<file path="src/rtl/mcast_channel.sv">
// mcast_channel: tag-matched GLB->PE multicast; ID scan chains, input FIFO (in_*), per-target handshakes (tgt_*), burst/no-match status
module mcast_channel #(
  parameter int ROWS       = 12,
  parameter int COLS       = 14,
  parameter int XID_BITS   = 5,
  parameter int YID_BITS   = 4,
  parameter int DATA_BITS  = 32,
  parameter int FIFO_DEPTH = 4,
  parameter int CNT_BITS   = 16
) (
  input  logic                      clk,
  input  logic                      rst,
  input  logic                      flush,
  input  logic                      set_xid,
  input  logic [XID_BITS-1:0]       xid_scan_in,
  input  logic                      set_yid,
  input  logic [YID_BITS-1:0]       yid_scan_in,
  input  logic [ROWS*COLS-1:0]      tgt_en,
  input  logic                      in_valid,
  output logic                      in_ready,
  input  logic [DATA_BITS-1:0]      in_data,
  input  logic [XID_BITS-1:0]       in_tag_x,
  input  logic [YID_BITS-1:0]       in_tag_y,
  input  logic                      in_last,
  output logic [ROWS*COLS-1:0]      tgt_valid,
  input  logic [ROWS*COLS-1:0]      tgt_ready,
  output logic [DATA_BITS-1:0]      tgt_data,
  output logic                      burst_done,
  output logic [CNT_BITS-1:0]       burst_len,
  output logic                      err_nomatch
);
  localparam int N  = ROWS * COLS;
  localparam int AW = $clog2(FIFO_DEPTH);
  localparam int EW = DATA_BITS + XID_BITS + YID_BITS + 1;
  logic [N-1:0][XID_BITS-1:0]    xid;
  logic [ROWS-1:0][YID_BITS-1:0] yid;
  logic [EW-1:0]                 mem [FIFO_DEPTH];
  logic [AW:0]                   wp, rp;
  logic [N-1:0]                  served, match, pending;
  logic [CNT_BITS-1:0]           cnt;
  logic [XID_BITS-1:0]           head_x;
  logic [YID_BITS-1:0]           head_y;
  logic                          head_valid, head_last, full, push, pop, hit;
  assign head_valid = wp != rp;
  assign full       = (wp ^ rp) == {1'b1, {AW{1'b0}}};
  assign in_ready   = ~full;
  assign push       = in_valid & ~full & ~flush;
  assign {tgt_data, head_x, head_y, head_last} = mem[rp[AW-1:0]];
  for (genvar k = 0; k < N; k++) begin : g_match
    assign match[k] = head_valid & tgt_en[k] & (xid[k] == head_x) & (yid[k/COLS] == head_y);
  end
  assign tgt_valid = match & ~served;
  assign pending   = tgt_valid & ~tgt_ready;
  assign pop       = head_valid & ~|pending;
  assign hit       = |match;
  always_ff @(posedge clk or posedge rst)
    if (rst) begin
      xid <= '0;
      yid <= '0;
    end else begin
      if (set_xid) xid <= {xid_scan_in, xid[N-1:1]};
      if (set_yid) yid <= {yid_scan_in, yid[ROWS-1:1]};
    end
  always_ff @(posedge clk or posedge rst)
    if (rst) begin
      wp          <= '0;
      rp          <= '0;
      served      <= '0;
      cnt         <= '0;
      burst_len   <= '0;
      burst_done  <= 1'b0;
      err_nomatch <= 1'b0;
    end else if (flush) begin
      wp          <= '0;
      rp          <= '0;
      served      <= '0;
      cnt         <= '0;
      burst_done  <= 1'b0;
      err_nomatch <= 1'b0;
    end else begin
      wp          <= wp + (AW+1)'(push);
      rp          <= rp + (AW+1)'(pop);
      served      <= pop ? '0 : served | (tgt_valid & tgt_ready);
      burst_done  <= pop & head_last;
      err_nomatch <= pop & ~hit;
      if (pop & head_last) begin
        burst_len <= cnt + CNT_BITS'(hit);
        cnt       <= '0;
      end else if (pop & hit) cnt <= cnt + CNT_BITS'(1);
    end
  always_ff @(posedge clk)
    if (push) mem[wp[AW-1:0]] <= {in_data, in_tag_x, in_tag_y, in_last};
endmodule

</file>
<file path="config.mk">
export PLATFORM = sky130hd
export DESIGN_NAME = mcast_channel
export DESIGN_NICKNAME = d
export VERILOG_FILES = /design/src/rtl/mcast_channel.sv
export SDC_FILE = /design/constraint.sdc
export NUM_CORES = 2
export LEC_CHECK = 0
export ABC_CLOCK_PERIOD_IN_PS = 47000
export BUFFER_PORTS_ARGS = -buffer_cell sky130_fd_sc_hd__clkbuf_2
export CORE_MARGIN = 2
export CORE_UTILIZATION = 30
export CTS_BUF_LIST = sky130_fd_sc_hd__clkbuf_4 sky130_fd_sc_hd__clkbuf_8
export DETAILED_ROUTE_END_ITERATION = 6
export SYNTH_ARGS = -nofsm -noshare
export SYNTH_HDL_FRONTEND = slang
export SYNTH_SLANG_ARGS = --single-unit
</file>
<file path="constraint.sdc">
create_clock -name clk -period 47 [get_ports clk]
set_input_delay 7.05 -clock clk [delete_from_list [all_inputs] [get_ports clk]]
set_output_delay 7.05 -clock clk [all_outputs]
set_load 0.01 [all_outputs]
</file>
==> results.sh <==
export IMPL_synthTopCellsByCount="1096 x dfrtp_1, 892 x mux2_2, 775 x xnor2_1"
export IMPL_cpMaxStageDelayCell="nor4_1"
export IMPL_min_from="served[92]"
export IMPL_status="finished, violations left"
export IMPL_yosys_area_share_simple_pct=10.6
export IMPL_cts_num_sinks=1264
export IMPL_cts_buffer_depth=3
export IMPL_slew_headroom_pct=-3.38
export IMPL_fill_cells=20800
export IMPL_required_ns=39.95
export IMPL_p_per_area_nw_per_um2=46.2
export IMPL_start_kind="primary input"
export IMPL_worst_pin_slew_ns=1.55
export IMPL_post_cts_buffers=0
export IMPL_r2r_cells=19
export IMPL_synth_most_common_cell="dfrtp_1"
export IMPL_io_buffer_count=611
export IMPL_yosys_area_top_type="dfrtp_1"
export IMPL_setup_tns_final_ns=0
export IMPL_power_switching_uw=1230
export IMPL_cpPeakStageDelay_ns=0.79
export IMPL_viasPerCell=5.20
export IMPL_cts_root_buf="clkbuf_8"
export IMPL_clkTransAtPathRegs_ns=0.05
export IMPL_fin_crit_ns=16.26
export IMPL_finalWeightedCongestion=0.938
export IMPL_synth_top_area_share_pct=43.3
export IMPL_cts_tree="yes"
export IMPL_cp_buffers_inverters=2
export IMPL_postRouteWirelength_mm=258
export IMPL_syn_area_per_cell_sq_um=12.1
export IMPL_setup_viol=0
export IMPL_async_reset_ff_share_pct=86.7
export IMPL_ys_seq_area_share_pct=51.3
export IMPL_ys_types=81
export IMPL_vias=46900
export IMPL_p_int_uw=2250
export IMPL_initial_utilization_pct=30.2
export IMPL_fp_coreArea_sq_um=210000
export IMPL_crit_fanout=3
export IMPL_grt_ovfl_total=0
export IMPL_clockPowerShare_pct=33.2
export IMPL_ys_seq_elements=1264
export IMPL_drv_max_cap_violation_count=2
export IMPL_synth_edf_count=168
export IMPL_slew_viol_final=23
export IMPL_die_y_um=463
export IMPL_cts_resized=0
export IMPL_synthesis_area_sq_um=63300
export IMPL_antenna_found_initial=77
export IMPL_pwr_share_seq_pct=37.5
export IMPL_fmax_mhz=61.5
export IMPL_synth_cells=5238
export IMPL_cp_cell_sequence="clkbuf_2 > o211ai_1 > nor4_1 > nand2_1 > nor2_1 > clkbuf_2"
export IMPL_synth_xor_area_share_pct=12.6
export IMPL_grt_max_degree=179
export IMPL_clock_latency_ns=1.02
export IMPL_std_cell_rows=168
export IMPL_arrival_ns=9.21
export IMPL_track_usage_pct=23.4
export IMPL_synth_fa_ha_area_share_pct=0.138
export IMPL_hold_viol_final=0
export IMPL_place_ws_ns=30.61
export IMPL_path_delay_family="simple AND/OR/NAND/NOR gates"
export IMPL_io_pins=612
export IMPL_fin_nets=6399
export IMPL_drive_above_1_share_pct=36.5
export IMPL_synth_top_family_by_area="multiplexers"
export IMPL_swShare_pct=35.3
export IMPL_cpMostUsedCell="clkbuf_2"
export IMPL_dpl_hpwl_mm=194
export IMPL_hp_class="reg2reg"
export IMPL_ant_nets=0
export IMPL_path_class="in2out"
export IMPL_grt_pass1_vias=46400
export IMPL_muxShareOfSynthArea_pct=17.8
export IMPL_routedWlPerCell_um=28.6
export IMPL_htree_num_levels=4
export IMPL_cts_buffers=224
export IMPL_drtPass1Iterations=6
export IMPL_drtIter0Drc=4256
export IMPL_r2r_end="burst_len[14]"
export IMPL_area_delta_synth_final_pct=19.2
export IMPL_worst_r2r_setup_slack_ns=37.48
export IMPL_hold_buffers=0
export IMPL_die_area_sq_um=215000
export IMPL_combinationalPowerShare_pct=29.3
export IMPL_synth_compound_area_share_pct=4.47
export IMPL_grt_pass1_wl_mm=359
export IMPL_synth_area_top_cells="dfrtp_1 43%, mux2_2 16%, xnor2_1 11%"
export IMPL_vdd_ir_drop_max_mv=0.0361
export IMPL_ys_warnings_count=0
export IMPL_failed_checks="max-capacitance violations, max-slew violations"
export IMPL_syn_nets=5638
export IMPL_setup_worst_path_end_class="output pin"
export IMPL_drc=0
export IMPL_static_leakage_power_uw=0.0333
export IMPL_fin_skew_ns=0.0954
export IMPL_min_to="served[92]"
export IMPL_fin_crit_sh_pct=34.6
export IMPL_setup_slack_ns=30.74
export IMPL_whs_path_depth=2
export IMPL_r2r_start="rp[1]"
export IMPL_rsz0062_at_grt="false"
export IMPL_die_w_um=463
export IMPL_synth_flop_cell="dfrtp_1"
-- worst reg2reg max path, delay by kind of cell (launching register included) --
family,cells,cell delay [ns]
muxes,2,1.25
adders and majority gates,2,0.48
xor gates and xnor gates,2,0.38
and+or+nand+nor,9,3.45
DFF,1,1.11
buffers and inverters,3,1.95
AOI/OAI and AO/OA,1,0.72
-- power by group through the flow --
stage	combinational (uW)	clock (uW)	sequential [uW]
2_1_floorplan	741	0	1280
3_3_place_gp	1010	0	1320
3_5_place_dp	1020	0	1320
4_1_cts	1020	1180	1300
5_1_grt	1090	1230	1320
6_report	1020	1150	1310
-- registers in the layout (all words and copies together), names as in the netlist --
register and cells:
burst_len 16, xid 840, burst_done 1, yid 48, served 168, wp 3
err_nomatch 1, cnt 16, mem 168, rp 3
-- final cells by class --
cell class | count | area (sq um) | share of cell area (%)
flip-flops and latches | 1264 | 32500 | 43.0
diodes | 43 | 108 | 0.143
clock inverters | 56 | 608 | 0.806
repair buffers | 828 | 4780 | 6.34
inverters | 70 | 270 | 0.358
clock buffers | 356 | 4450 | 5.90
multi-input cells | 3611 | 29300 | 38.8
well taps | 2805 | 3510 | 4.65
-- placed cells by master, fill, tap and decap left out, drive strengths merged, types with 9 or more instances in the layout --
cell / n
mux4: 41
o32ai: 9
nor3b: 42
a21oi: 168
o21ai: 35
or4: 15
and3: 18
xnor2: 775
a31oi: 44
bufinv: 9
dfrtp: 1096
inv: 81
mux2i: 14
nand2: 255
clkbuf: 966
nand4: 159
buf: 218
nand3: 51
edfxtp: 168
diode: 43
xor2: 135
nor3: 36
nor4: 204
clkinv: 34
nor2: 349
o311ai: 13
o211ai: 19
a22oi: 15
nand2b: 25
mux2: 901
a2111oi: 15
o2111ai: 10
a211oi: 12
a221oi: 11
nor2b: 116
-- how the worst max path moves through the flow --
stage                           from            end  cells past startpoint
after floorplan                  rst     burst_done                      1
after global routing      tgt_en[38]  tgt_valid[38]                      6
after detailed placement  tgt_en[38]  tgt_valid[38]                      6
after CTS                 tgt_en[38]  tgt_valid[38]                      6
final                     tgt_en[38]  tgt_valid[38]                      6
after global placement    tgt_en[38]  tgt_valid[38]                      6
-- through the flow --
stage	cells	power, uW	util, %	area (sq um)	hold WS [ns]
2_1_floorplan	5238	2020	-	63300	0.453
3_3_place_gp	8569	2330	33.5	70200	0.467
3_5_place_dp	8577	2340	33.5	70300	0.475
4_1_cts	8989	3510	35.9	75300	0.487
5_1_grt	9015	3630	35.9	75400	0.503
6_report	9033	3480	36.0	75500	0.484
-- cells by family after synthesis --
family / Yosys count
mux: 956
flops: 1264
compound gates: 428
simple gates: 1310
fa+ha+maj: 7
xor+xnor: 910
buf+inv: 363
-- per-layer routing --
layer  routed length (um)  vias to the layer above  track usage, %  share of wire, %
met3                18600                      565            5.56               7.2
met2               115000                     1891            35.5                45
met5                  287                        -               0              0.11
met1               105000                    24200            29.7                41
met4                19500                       44            16.0               7.6
li1                     -                    20300               -                 -
No activity file was read; power rests on OpenSTA's default activity.
